==> config.mk <==
export PLATFORM = sky130hd
export DESIGN_NAME = branch_resolve_unit
export DESIGN_NICKNAME = d
export VERILOG_FILES = /design/src/rtl/branch_resolve_unit.sv
export SDC_FILE = /design/constraint.sdc
export NUM_CORES = 1
export LEC_CHECK = 0
export ABC_AREA = 1
export BUFFER_PORTS_ARGS = -buffer_cell sky130_fd_sc_hd__buf_2
export CORE_ASPECT_RATIO = 1.5
export CORE_MARGIN = 3
export CORE_UTILIZATION = 45
export CTS_CLUSTER_DIAMETER = 50
export DETAILED_ROUTE_END_ITERATION = 12
export PLACE_DENSITY = 0.81
export SYNTH_ARGS = -nofsm -noshare
export SYNTH_HDL_FRONTEND = slang
export SYNTH_SLANG_ARGS = --single-unit
==> constraint.sdc <==
create_clock -name i_clk -period 1.7 [get_ports i_clk]
set_input_delay 0.17 -clock i_clk [delete_from_list [all_inputs] [get_ports i_clk]]
set_output_delay 0.17 -clock i_clk [all_outputs]
set_load 0.02 [all_outputs]
==> src/rtl/branch_resolve_unit.sv <==
// Execute-stage branch resolution: funct3 decode, mispredict redirect/flush and the 2-bit BHT.
// Optional feature macro: BRANCH_PREDICT_EN (defined = BHT-backed prediction, undefined = static not-taken).
module branch_resolve_unit #(
   parameter  int BHT_ENTRIES = 64,
   localparam int IDX_W       = $clog2(BHT_ENTRIES)
) (
   input  logic        i_clk,
   input  logic        i_rst,
   input  logic [31:0] i_if_pc,
   output logic        o_if_pred_taken,
   input  logic        i_ex_valid,
   input  logic        i_ex_is_branch,
   input  logic [2:0]  i_ex_funct3,
   input  logic [31:0] i_ex_pc,
   input  logic [31:0] i_ex_target,
   input  logic        i_ex_pred_taken,
   input  logic        i_stall,
   output logic        o_br_un,
   input  logic        i_br_less,
   input  logic        i_br_equal,
   output logic        o_redirect,
   output logic [31:0] o_redirect_pc,
   output logic        o_flush
);

   logic        redirect_r;
   logic        flush_r;
   logic [31:0] redirect_pc_r;
   logic        resolve_s;
   logic        legal_s;
   logic        taken_s;
   logic        mispredict_s;
   logic [31:0] redirect_pc_s;

   assign o_br_un       = i_ex_funct3[1];
   assign o_redirect    = redirect_r;
   assign o_flush       = flush_r;
   assign o_redirect_pc = redirect_pc_r;

   // The pending redirect squashes the wrong-path instruction that follows a mispredict.
   assign resolve_s = i_ex_valid & i_ex_is_branch & ~i_stall & ~redirect_r;

   // Branch outcome decode from funct3 and the comparator flags.
   always_comb begin
      legal_s = 1'b1;
      taken_s = 1'b0;
      case (i_ex_funct3)
         3'b000:  taken_s = i_br_equal;
         3'b001:  taken_s = ~i_br_equal;
         3'b100:  taken_s = i_br_less;
         3'b101:  taken_s = ~i_br_less;
         3'b110:  taken_s = i_br_less;
         3'b111:  taken_s = ~i_br_less;
         default: begin
            legal_s = 1'b0;
            taken_s = 1'b0;
         end
      endcase
   end

   assign mispredict_s  = resolve_s & legal_s & (taken_s != i_ex_pred_taken);
   assign redirect_pc_s = taken_s ? i_ex_target : (i_ex_pc + 32'd4);

   // Registered one-cycle redirect/flush pulse and the corrected fetch PC.
   always_ff @(posedge i_clk) begin
      if (i_rst) begin
         redirect_r    <= 1'b0;
         flush_r       <= 1'b0;
         redirect_pc_r <= 32'h0000_0000;
      end else begin
         redirect_r <= mispredict_s;
         flush_r    <= mispredict_s;
         if (mispredict_s) begin
            redirect_pc_r <= redirect_pc_s;
         end
      end
   end

`ifdef BRANCH_PREDICT_EN
   logic [1:0]       bht_r [BHT_ENTRIES];
   logic [IDX_W-1:0] if_idx_s;
   logic [IDX_W-1:0] ex_idx_s;
   logic [1:0]       cur_ctr_s;
   logic [1:0]       next_ctr_s;
   logic             update_s;
   logic             unused_s;

   assign if_idx_s  = i_if_pc[IDX_W+1:2];
   assign ex_idx_s  = i_ex_pc[IDX_W+1:2];
   assign cur_ctr_s = bht_r[ex_idx_s];
   assign update_s  = resolve_s & legal_s;
   assign unused_s  = ^{i_if_pc[31:IDX_W+2], i_if_pc[1:0]};

   // No write bypass: a same-index read sees the value before this cycle's update.
   assign o_if_pred_taken = ~i_rst & bht_r[if_idx_s][1];

   // Saturating 2-bit counter step.
   always_comb begin
      next_ctr_s = cur_ctr_s;
      if (taken_s) begin
         if (cur_ctr_s != 2'b11) begin
            next_ctr_s = cur_ctr_s + 2'd1;
         end else begin
            next_ctr_s = cur_ctr_s;
         end
      end else begin
         if (cur_ctr_s != 2'b00) begin
            next_ctr_s = cur_ctr_s - 2'd1;
         end else begin
            next_ctr_s = cur_ctr_s;
         end
      end
   end

   // BHT storage: all counters start weakly not-taken.
   always_ff @(posedge i_clk) begin
      if (i_rst) begin
         for (int i = 0; i < BHT_ENTRIES; i++) begin
            bht_r[i] <= 2'b01;
         end
      end else if (update_s) begin
         bht_r[ex_idx_s] <= next_ctr_s;
      end
   end
`else
   logic unused_s;

   assign unused_s        = ^i_if_pc;
   assign o_if_pred_taken = 1'b0;
`endif

endmodule

==> reports/results.tsv, run 1 <==
stage	metric	value	unit
run_status	outcome	finished clean	
floorplan	start_util	47.8	%
cells_and_area	num-nets-final	650	
synth	syn-mean-instance-area	5.74	um2
clock_tree	cts.reportedPaths.clkPinSlew	70	ps
clock_tree	number_of_clock_sinks_seen_by_cts	33	
synth	yosysMostFrequentCell	sky130_fd_sc_hd__nand2_1	
critical_path	crit_path_frequent_cell	sky130_fd_sc_hd__nor2_1	
drt	drt-vias-per-instance	4.99	
synth	top_post_synthesis_cells_by_area	sky130_fd_sc_hd__dfxtp_1 (26%), sky130_fd_sc_hd__nand2_1 (22%), sky130_fd_sc_hd__nor2_1 (10%)	
global_routing	grt_pass1_vias	2817	
synth	synth_edf_count	0	
synth	synth.yosys.seq_area_share	26.2	%
synth	netlist_instances	440	
cells_and_area	final_core_util	60.3	%
run	max-cap-violations	0	
clock_tree	cts_setup_buffers	0	
synth	count_of_yosys_warnings_during_synthesis	0	
drt	drt_pre_antenna_iters	4	
synth	syn_nets	548	
global_routing	initial_antenna_violation_count	0	
timing	final_period_minus_worst_setup_slack	1410	ps
drt	met1Wirelength	2810	um
timing	timing.setup.tns	0	ps
drt	initialDrtViolationCount	133	
clock_tree	cts_tree	built	
placed_design	placement.setup.worst_slack	115	ps
floorplan	floorplan.die.height	97.8	um
timing	setup_viol_count_final	0	
drt	met3WireLength	465	um
global_routing	grt_pass1_wl	12000	um
synth	post_synthesis_register_bit_count	33	
critical_path	worst_path_max_delay_cell	sky130_fd_sc_hd__dfxtp_1	
synth	async_set_or_reset_flop_fraction_in_the_synthesized_netlist	0	%
cells_and_area	drive_above_1_share	25.5	%
floorplan	design.core.area	0.00529	mm2
cells_and_area	fillerInstances	576	
timing	rsz_0062_raised_after_global_routing	false	
pwr	power_density	599	mW/mm2
timing	setup_slack	286	ps
clock_tree	clk_root_buffer_cell	sky130_fd_sc_hd__clkbuf_8	
placed_design	hpwl	6010	um
floorplan	area_enclosed_by_the_die_boundary	0.00657	mm2
drt	vias	3041	
critical_path	crit_path_end_kind	register	
timing	number_of_hold_slack_violations_in_the_final_timing_report	0	
critical_path	worst_r2r_endpoint	o_redirect_pc[26]	
clock_tree	hold_buffers	0	
critical_path	critPathArrivalTime	1620	ps
cells_and_area	syn2layout_area_growth	26.1	%
global_routing	grt_overflow_total	0	
pwr	post-layout-total-power	1.91	mW
drt	totalWireLength	7390	um
hold_path	hold_class	in2reg	
clock_tree	worst_skew_pair.late_latency	280	ps
timing	final.period_utilization	83.2	%
critical_path	crit_chain	nor2_1, nand3_1, a21oi_2, nand3_4, buf_12, nor2_1, nand2_1, a21oi_1	
critical_path	reg2reg_setup_slack	290	ps
placed_design	place_area	0.00310	mm2
critical_path	cp_slowest_stage_delay	310	ps
hold_path	min-delay-start	i_ex_target[18]	
hold_path	worstHoldPathCells	3	
placed_design	finalWeightedCongestion	0.965	
drt	route.detailed.wl_per_inst	12.1	um
timing	achievable-frequency	707	MHz
timing	timing.hold.ws	157	ps
cells_and_area	antenna-diode-count	0	
synth	synth.cells.most_frequent	sky130_fd_sc_hd__nand2_1 (145), sky130_fd_sc_hd__nor2_1 (68), sky130_fd_sc_hd__inv_1 (48)	
critical_path	worstPathMaxFanout	62	
global_routing	largest_net_degree_at_the_start_of_global_routing	63	
cells_and_area	post-route-cell-area	0.00319	mm2
synth	post_synth_instance_area	0.00253	mm2
drt	drc_errors	0	
timing	setup_skew	4.82	ps
placed_design	numPortBuffers	109	
drt	routed-wl-met2	3900	um
clock_tree	clock_tree.htree_level_count	2	
synth	netlist.top_cell.by_area	sky130_fd_sc_hd__dfxtp_1	
clock_tree	clock_path_buffers	2	
placed_design	numPlacedInstances	603	
timing	report.final.slew_viol_count	0	
synth	synth_top_area_share	26.2	%
floorplan	die_x	67.2	um
critical_path	r2r_cells	8	
synth	ys_dominant_reg_cell	sky130_fd_sc_hd__dfxtp_1	
floorplan	floorplan.rows	32	
clock_tree	cts-buffers-inserted	5	
global_routing	gr-usage-all-layers	22.9	%
hold_path	min_to	o_redirect_pc[18]	
pwr	power.static_leakage	1.65	nW
critical_path	path_class	reg2reg	
critical_path	worst-endpoint-required	1910	ps
drt	maxUsedRoutingLayer	met4	
clock_tree	ctsResizeCount	0	
critical_path	start_kind	register	
critical_path	worst_r2r_startpoint	o_flush	
drt	ant_nets	0	
synth	library_cells_used_by_synthesis	33	
floorplan	num_io_pins	143	
pwr	ir_worst_vdd	281	uV
cells_and_area	final-instance-count-excl-fill	610	
-- final cells by class --
class,count,area (um2),area share [%]
timing repair buffer,113,601,18.9
multi-input combinational,339,1570,49.1
sequential,33,661,20.7
clock buffer,7,86.3,2.71
tap,68,85.1,2.67
inverter,50,188,5.89
-- sequential cells by signal (all words and copies together), names as in the netlist --
name and flops:
o_flush 1, o_redirect_pc 32
-- routing by layer --
layer  global-route usage [%]  vias up
li1                         -     1567
met1                     24.6     1338
met2                     43.1      116
met3                     3.22       20
met4                     8.28        0
met5                        0        -
-- kinds of logic (layout without fill, tap and decap cells) --
group	count (synthesis)	count (layout)	share of synthesized area, %
simple gates	262	262	43.9
buf+inv	68	170	11.9
compound gates	65	65	14.0
flops	33	33	26.2
xor+xnor	10	10	3.47
fa+ha+maj	1	1	0.495
other cells	1	1	0.148
-- where the power goes --
group	total [mW]	leakage (nW)	internal [mW]	switching [mW]
logic	0.493	1.33	0.191	0.302
clock network	0.602	0.0443	0.321	0.281
registers	0.813	0.268	0.801	0.0129
total	1.91	1.65	1.31	0.596
-- placed cells by master, fill, tap and decap left out, types with 4 or more instances in the layout --
cell type                  instances
sky130_fd_sc_hd__o21ai_0           8
sky130_fd_sc_hd__nor2_1           68
sky130_fd_sc_hd__clkbuf_8          6
sky130_fd_sc_hd__o21a_1            6
sky130_fd_sc_hd__nor2_2            4
sky130_fd_sc_hd__nand2_1         145
sky130_fd_sc_hd__xor2_1            8
sky130_fd_sc_hd__o21ai_1           7
sky130_fd_sc_hd__nand3_1          29
sky130_fd_sc_hd__inv_1            48
sky130_fd_sc_hd__a21oi_1          38
sky130_fd_sc_hd__dfxtp_1          33
sky130_fd_sc_hd__buf_2           109
-- worst max path at each step --
stage	end	start	slack, ps
after floorplan	o_redirect_pc[14]	o_flush	340
after global placement	o_redirect_pc[14]	i_ex_pc[2]	150
after CTS	o_redirect_pc[26]	o_flush	270
after global routing	o_redirect_pc[28]	o_flush	120
final	o_redirect_pc[26]	o_flush	290
after detailed placement	o_redirect_pc[14]	i_ex_pc[2]	110
-- critical path, delay by kind of cell (launching register included) --
kind	cells	cell delay [ps]
buf+inv	1	200
flops	1	310
compound gates	2	360
simple gates	5	450
No activity file was read; power rests on OpenSTA's default activity.
==> inputs of run 2 (changes only) <==
ABC_AREA = 0   (was 1)
CORE_UTILIZATION = 44   (was 45)
clock period = 1.5 ns   (was 1.7 ns; I/O delays follow)
==> run 2 against run 1 <==
Effect of this change: the flow now finishes with violations (negative setup slack); global-route usage up 2.3 points; first-iteration DRC count rose by 59%; routed wire length up 13%; sequential cell count stayed put.
==> reports/results.tsv, run 2 <==
stage	metric	value	unit	change
clock_tree	clock_tree.htree_level_count	2		unchanged
synth	synth.cells.most_frequent	sky130_fd_sc_hd__dfxtp_1 (33), sky130_fd_sc_hd__nand2_1 (33), sky130_fd_sc_hd__nor2_1 (28)		
timing	timing.hold.ws	125	ps	-31.1 ps
pwr	power_density	621	mW/mm2	+3.6%
critical_path	worstPathMaxFanout	11		-82%
floorplan	design.core.area	0.00516	mm2	-2.3%
timing	setup_slack	-121	ps	-407 ps
placed_design	numPortBuffers	109		unchanged
floorplan	floorplan.die.height	95.7	um	-2.1%
synth	post_synthesis_register_bit_count	33		unchanged
run_status	violations	negative setup slack		
floorplan	start_util	45.7	%	-2.1 points
timing	rsz_0062_raised_after_global_routing	true		
cells_and_area	drive_above_1_share	46.8	%	+21 points
floorplan	floorplan.rows	32		unchanged
drt	ant_nets	0		unchanged
critical_path	start_kind	register		
pwr	ir_worst_vdd	477	uV	+69%
synth	fraction_of_the_mapped_netlist_area_in_compound_gates	21.2	%	+7.2 points
global_routing	grt_pass1_vias	2706		-3.9%
global_routing	gr-usage-all-layers	25.2	%	+2.3 points
clock_tree	number_of_clock_sinks_seen_by_cts	33		unchanged
global_routing	initial_antenna_violation_count	0		unchanged
cells_and_area	layout_commonest_cell	sky130_fd_sc_hd__buf_2		
cells_and_area	post-route-cell-area	0.00369	mm2	+16%
drt	drt_pre_antenna_iters	5		+1
run	max-cap-violations	0		unchanged
global_routing	grt_pass1_wl	12400	um	+3.9%
clock_tree	clk_root_buffer_cell	sky130_fd_sc_hd__clkbuf_8		
floorplan	area_enclosed_by_the_die_boundary	0.00630	mm2	-4.0%
synth	ys_dominant_reg_cell	sky130_fd_sc_hd__dfxtp_1		
hold_path	worstHoldPathCells	3		unchanged
synth	syn-mean-instance-area	7.87	um2	+37%
synth	netlist_instances	300		-32%
floorplan	die_x	65.8	um	-2.0%
synth	synth_edf_count	0		unchanged
timing	setup_viol_count_final	27		+27
global_routing	grt_overflow_total	0		unchanged
critical_path	crit_path_end_kind	register		
timing	setup_skew	9.71	ps	+4.89 ps
cells_and_area	antenna-diode-count	0		unchanged
drt	totalWireLength	8360	um	+13%
timing	final_period_minus_worst_setup_slack	1620	ps	+207 ps
placed_design	place_area	0.00336	mm2	+8.3%
timing	report.final.slew_viol_count	0		unchanged
synth	count_of_yosys_warnings_during_synthesis	0		unchanged
synth	library_cells_used_by_synthesis	44		+33%
synth	synth_top_family_by_area	simple AND/OR/NAND/NOR gates		
pwr	power.static_leakage	1.62	nW	-1.6%
placed_design	hpwl	6150	um	+2.3%
clock_tree	cts_tree	built		
clock_tree	cts-buffers-inserted	5		unchanged
drt	drt-vias-per-instance	5.60		+12%
cells_and_area	num-nets-final	560		-14%
timing	number_of_hold_slack_violations_in_the_final_timing_report	0		unchanged
drt	vias	2920		-4.0%
critical_path	worst-endpoint-required	1720	ps	-190 ps
drt	drc_errors	0		unchanged
cells_and_area	mostFrequentLayoutCells	sky130_fd_sc_hd__buf_2 (109), sky130_fd_sc_hd__buf_4 (52), sky130_fd_sc_hd__nand2_1 (33)		
run_status	outcome	finished, violations left		
synth	fraction_of_the_mapped_netlist_area_in_adder_cells	0.530	%	+0.034 points
hold_path	hold_class	in2reg		
drt	initialDrtViolationCount	211		+59%
cells_and_area	final_core_util	71.4	%	+11 points
clock_tree	worst_skew_pair.late_latency	290	ps	about the same
timing	achievable-frequency	617	MHz	-13%
synth	synth.yosys.seq_area_share	28.0	%	+1.8 points
placed_design	placement.setup.worst_slack	-234	ps	-349 ps
cells_and_area	largest_register_ffs	32		unchanged
clock_tree	cts.reportedPaths.clkPinSlew	70	ps	about the same
floorplan	num_io_pins	143		unchanged
critical_path	crit_chain	nand4bb_4, nor3_4, mux2i_4, buf_12, a211o_1, a21oi_2		
critical_path	cp_slowest_stage_delay	350	ps	+40 ps
synth	netlist.top_cell.by_area	sky130_fd_sc_hd__dfxtp_1		
synth	syn_nets	408		-26%
critical_path	worst_path_max_delay_cell	sky130_fd_sc_hd__dfxtp_2		
synth	post_synthesis_share_of_cell_area_spent_on_and_or_nand_and_nor_gates	33.3	%	-11 points
clock_tree	clock_path_buffers	2		unchanged
synth	synth_xor_xnor_area_share	10.4	%	+6.9 points
synth	yosys-mux-area-fraction	1.32	%	+1.3 points
global_routing	largest_net_degree_at_the_start_of_global_routing	22		-65%
synth	post_synth_instance_area	0.00236	mm2	-6.5%
synth	async_set_or_reset_flop_fraction_in_the_synthesized_netlist	0	%	unchanged
critical_path	r2r_cells	6		-2
synth	top_post_synthesis_cells_by_area	sky130_fd_sc_hd__dfxtp_1 (28%), sky130_fd_sc_hd__xor2_1 (6.7%), sky130_fd_sc_hd__nand2_1 (5.2%)		
drt	route.detailed.wl_per_inst	16.0	um	+32%
placed_design	finalWeightedCongestion	0.866		-10%
timing	final.period_utilization	108	%	+25 points
cells_and_area	syn2layout_area_growth	56.1	%	
synth	synth_top_area_share	28.0	%	+1.8 points
clock_tree	hold_buffers	0		unchanged
critical_path	critPathArrivalTime	1840	ps	+220 ps
critical_path	path_class	reg2reg		
[run 2: cell types whose count changed in the layout (fill, tap and decap cells not counted), moves of 10 or more]
cell / before / now
sky130_fd_sc_hd__nand3_1: 29 / 13
sky130_fd_sc_hd__xor2_1: 8 / 18
sky130_fd_sc_hd__nand4_1: 2 / 12
sky130_fd_sc_hd__nor2_1: 68 / 24
sky130_fd_sc_hd__nor2b_1: 0 / 12
sky130_fd_sc_hd__inv_1: 48 / 5
sky130_fd_sc_hd__and4_1: 0 / 10
sky130_fd_sc_hd__nand2_1: 145 / 33
sky130_fd_sc_hd__buf_4: 2 / 52
sky130_fd_sc_hd__a21oi_1: 38 / 11
[run 2: stage by stage]
| step | TNS (ps) | power [mW] | std cells |
|---|---|---|---|
| after floorplan | -1.47 | 1.25 | 300 |
| after global placement | -2800 | 1.56 | 507 |
| after detailed placement | -3940 | 1.57 | 507 |
| after CTS | -686 | 2.26 | 518 |
| after global routing | -3430 | 2.40 | 521 |
| final | -830 | 2.29 | 521 |
[run 2: what timing repair did]
action | 4_1_cts | 5_1_grt
pin swaps | 2 | 9
setup endpoints to repair | 30 | 32
buffers inserted | 2 | 2
gates cloned | 1 | 1
resized for setup | 13 | 21
[run 2: critical path: cells and delay by family (launching register included)]
kind | cells | cell delay, ps
compound gates | 2 | 410
buf+inv | 1 | 160
flops | 1 | 350
mux | 1 | 120
simple gates | 2 | 520
[run 2: path summary, 6_finish.rpt]
check | startpoint | to | slack, ps
max | o_flush | o_redirect_pc[8] | -120
min | i_ex_pc[0] | o_redirect_pc[0] | 130
max reg2reg | o_flush | o_redirect_pc[8] | -120
min reg2reg | o_redirect_pc[10] | o_redirect_pc[10] | 450
[run 2: final cells by class]
| cell class | instances | area [um2] |
|---|---|---|
| multi-input cells | 240 | 1810 |
| fillers | 430 | 1480 |
| repair buffers | 167 | 1030 |
| flip-flops and latches | 33 | 662 |
| well taps | 68 | 85.1 |
| clock buffers | 6 | 72.6 |
| inverters | 5 | 18.8 |
| clock inverters | 2 | 10.0 |
[run 2: kinds of logic after synthesis]
group,after synthesis
multiplexers,3
other,1
XOR/XNOR,28
AND/OR/NAND/NOR,140
AO/OA/AOI/OAI,67
adder cells (fa/ha/maj),1
flip-flops,33
buffers and inverters,27
[run 2: per-layer routing]
layer | global-route usage [%] | vias up | part of all wire [%] | routed length [um]
li1 | - | 1426 | - | -
met1 | 27.3 | 1363 | 35 | 2940
met2 | 48.1 | 111 | 57 | 4740
met3 | 4.91 | 20 | 6.2 | 516
met4 | 7.44 | 0 | 1.9 | 160
met5 | 0 | - | 0 | 0
[run 2: where the power goes]
part	internal, mW	switching, mW	total [mW]	leakage, nW
Sequential	0.904	0.0191	0.923	0.267
Combinational	0.317	0.387	0.703	1.31
Clock	0.322	0.343	0.664	0.0450
==> inputs of run 3 (changes only) <==
BUFFER_PORTS_ARGS = -buffer_cell sky130_fd_sc_hd__clkbuf_2   (was -buffer_cell sky130_fd_sc_hd__buf_2)
CORE_UTILIZATION = 47   (was 44)
PLACE_DENSITY = 0.86   (was 0.81)
clock period = 2.06 ns   (was 1.5 ns; I/O delays follow)
==> run 3 against run 2 <==
Effect of this change: critical path depth decreased by 1; sequential share of layout area increased by 3.3 points; sequential power decreased by 27%; clock-buffer cell count increased by 1; maximum frequency decreased by 15%; cell area decreased by 16%; the run now ends clean; register-to-register slack improved by 260 ps; routed wire length decreased by 15%; critical endpoint is now o_redirect_pc[17].
==> reports/results.tsv, run 3 (synthesized netlist as in run 2, its figures left out) <==
stage	metric	value	unit	change
run_status	outcome	finished clean		
cells_and_area	drive_above_1_share	34.6	%	-12 points
hold_path	hold_class	in2reg		
placed_design	finalWeightedCongestion	0.864		-0.30%
cells_and_area	syn2layout_area_growth	31.6	%	
global_routing	grt_pass1_vias	2608		-3.6%
floorplan	num_io_pins	143		unchanged
drt	drt-vias-per-instance	5.62		+0.20%
pwr	ir_worst_vdd	443	uV	-7.0%
global_routing	gr-usage-all-layers	24.2	%	-0.96 points
critical_path	worstPathMaxFanout	11		unchanged
timing	final_period_minus_worst_setup_slack	1920	ps	+296 ps
cells_and_area	largest_register_ffs	32		unchanged
clock_tree	cts-buffers-inserted	5		unchanged
cells_and_area	mostFrequentLayoutCells	sky130_fd_sc_hd__clkbuf_2 (109), sky130_fd_sc_hd__nand2_1 (33), sky130_fd_sc_hd__dfxtp_1 (33)		
drt	totalWireLength	7080	um	-15%
drt	vias	2662		-8.8%
clock_tree	number_of_clock_sinks_seen_by_cts	33		unchanged
placed_design	hpwl	5720	um	-7.0%
clock_tree	ctsResizeCount	0		-13
floorplan	floorplan.die.height	92.8	um	-3.0%
global_routing	grt_overflow_total	0		unchanged
drt	initialDrtViolationCount	173		-18%
pwr	power_density	517	mW/mm2	-17%
drt	drc_errors	0		unchanged
clock_tree	cts_setup_buffers	0		-2
floorplan	design.core.area	0.00485	mm2	-6.1%
drt	drt_pre_antenna_iters	4		-1
floorplan	die_x	63.9	um	-2.9%
clock_tree	clock_path_buffers	2		unchanged
critical_path	crit_path_end_kind	register		
timing	report.final.slew_viol_count	0		unchanged
placed_design	numPortBuffers	109		unchanged
timing	setup_skew	5.78	ps	-3.92 ps
clock_tree	hold_buffers	0		unchanged
timing	achievable-frequency	522	MHz	-15%
critical_path	path_class	reg2reg		
clock_tree	clk_root_buffer_cell	sky130_fd_sc_hd__clkbuf_8		
timing	worstMarginPinSlew	936	ps	
critical_path	worst-endpoint-required	2240	ps	+520 ps
cells_and_area	num-nets-final	515		-8.0%
critical_path	crit_chain	nand4bb_1, nor3_1, mux2_2, nor2_1, a22o_1		
global_routing	largest_net_degree_at_the_start_of_global_routing	22		unchanged
critical_path	worst_path_max_delay_cell	sky130_fd_sc_hd__nor3_1		
clock_tree	worst_skew_pair.late_latency	290	ps	about the same
drt	ant_nets	0		unchanged
timing	final.period_utilization	93.1	%	-15 points
timing	setup_slack	143	ps	+264 ps
timing	rsz_0062_raised_after_global_routing	false		
global_routing	initial_antenna_violation_count	0		unchanged
timing	timing.setup.tns	0	ps	+830 ps
cells_and_area	fillerInstances	439		+2.1%
critical_path	timing.critical_path.max_delay_family	simple AND/OR/NAND/NOR gates		
clock_tree	cts_tree	built		
cells_and_area	layout_commonest_cell	sky130_fd_sc_hd__clkbuf_2		
clock_tree	cts.reportedPaths.clkPinSlew	70	ps	about the same
critical_path	cp_slowest_stage_delay	440	ps	+90 ps
critical_path	cp.buffers_inverters	0		-1
global_routing	grt_pass1_wl	11600	um	-7.2%
timing	max_slew_margin	37.2	%	
floorplan	start_util	48.7	%	+3.0 points
timing	number_of_hold_slack_violations_in_the_final_timing_report	0		unchanged
timing	setup_viol_count_final	0		-100%
drt	route.detailed.wl_per_inst	14.9	um	-6.9%
clock_tree	clock_tree.htree_level_count	2		unchanged
critical_path	critPathArrivalTime	2100	ps	+260 ps
pwr	power.static_leakage	1.34	nW	-17%
floorplan	area_enclosed_by_the_die_boundary	0.00593	mm2	-5.9%
critical_path	start_kind	register		
run	max-cap-violations	0		unchanged
floorplan	floorplan.rows	31		-3.1%
placed_design	placement.setup.worst_slack	79.0	ps	+313 ps
cells_and_area	antenna-diode-count	0		unchanged
-- run 3: cell count changes in the layout (fill, tap and decap cells not counted), sizes merged --
cell	change
clkinv	-1
clkbuf	+109
buf	-153
-- run 3: area by class of cell --
| cell class | count | area, um2 | area share [%] |
|---|---|---|---|
| Inverter | 5 | 18.8 | 0.604 |
| Clock buffer | 7 | 96.3 | 3.10 |
| Tap cell | 66 | 82.6 | 2.66 |
| Multi-Input combinational cell | 240 | 1590 | 51.1 |
| Timing Repair Buffer | 122 | 656 | 21.1 |
| Sequential cell | 33 | 661 | 21.3 |
| Clock inverter | 1 | 5.00 | 0.161 |
-- run 3: final timing paths --
kind                          start                 to  slack (ps)  cells after the start
hold reg to reg   o_redirect_pc[11]  o_redirect_pc[11]         450                      2
setup / recovery            o_flush  o_redirect_pc[17]         140                      5
hold / removal       i_ex_target[3]   o_redirect_pc[3]         170                      3
setup reg to reg            o_flush  o_redirect_pc[17]         140                      5
-- run 3: through the flow --
| step | cell area, um2 | utilization [%] | total power, mW | hold WS, ps | cells |
|---|---|---|---|---|---|
| after floorplan | 2360 | - | 0.903 | 365 | 300 |
| after global placement | 3010 | 62.0 | 1.07 | 441 | 466 |
| after detailed placement | 3010 | 62.0 | 1.08 | 449 | 466 |
| after CTS | 3110 | 64.1 | 1.62 | 165 | 474 |
| after global routing | 3110 | 64.1 | 1.69 | 172 | 474 |
| final | 3110 | 64.1 | 1.61 | 166 | 474 |
-- run 3: power by group --
part	internal (mW)	leakage, nW	total [mW]	switching (mW)
registers	0.658	0.267	0.670	0.0119
clock network	0.302	0.0542	0.545	0.243
logic	0.156	1.02	0.393	0.237
-- run 3: worst register-to-register path, cell delays in order (launching register included) --
cell and delay [ps]:
sky130_fd_sc_hd__dfxtp_1 330, sky130_fd_sc_hd__nand4bb_1 260, sky130_fd_sc_hd__nor3_1 440, sky130_fd_sc_hd__mux2_2 400, sky130_fd_sc_hd__nor2_1 130, sky130_fd_sc_hd__a22o_1 250
-- run 3: per-layer routing --
metal  up-vias  global-route usage [%]  wire (um)  part of all wire (%)
li1       1330                       -          -                     -
met1      1223                    25.1       2540                    36
met2        92                    45.3       3810                    54
met3        17                    5.95        535                   7.6
met4         0                    9.73        186                   2.6
met5         -                       0          0                     0
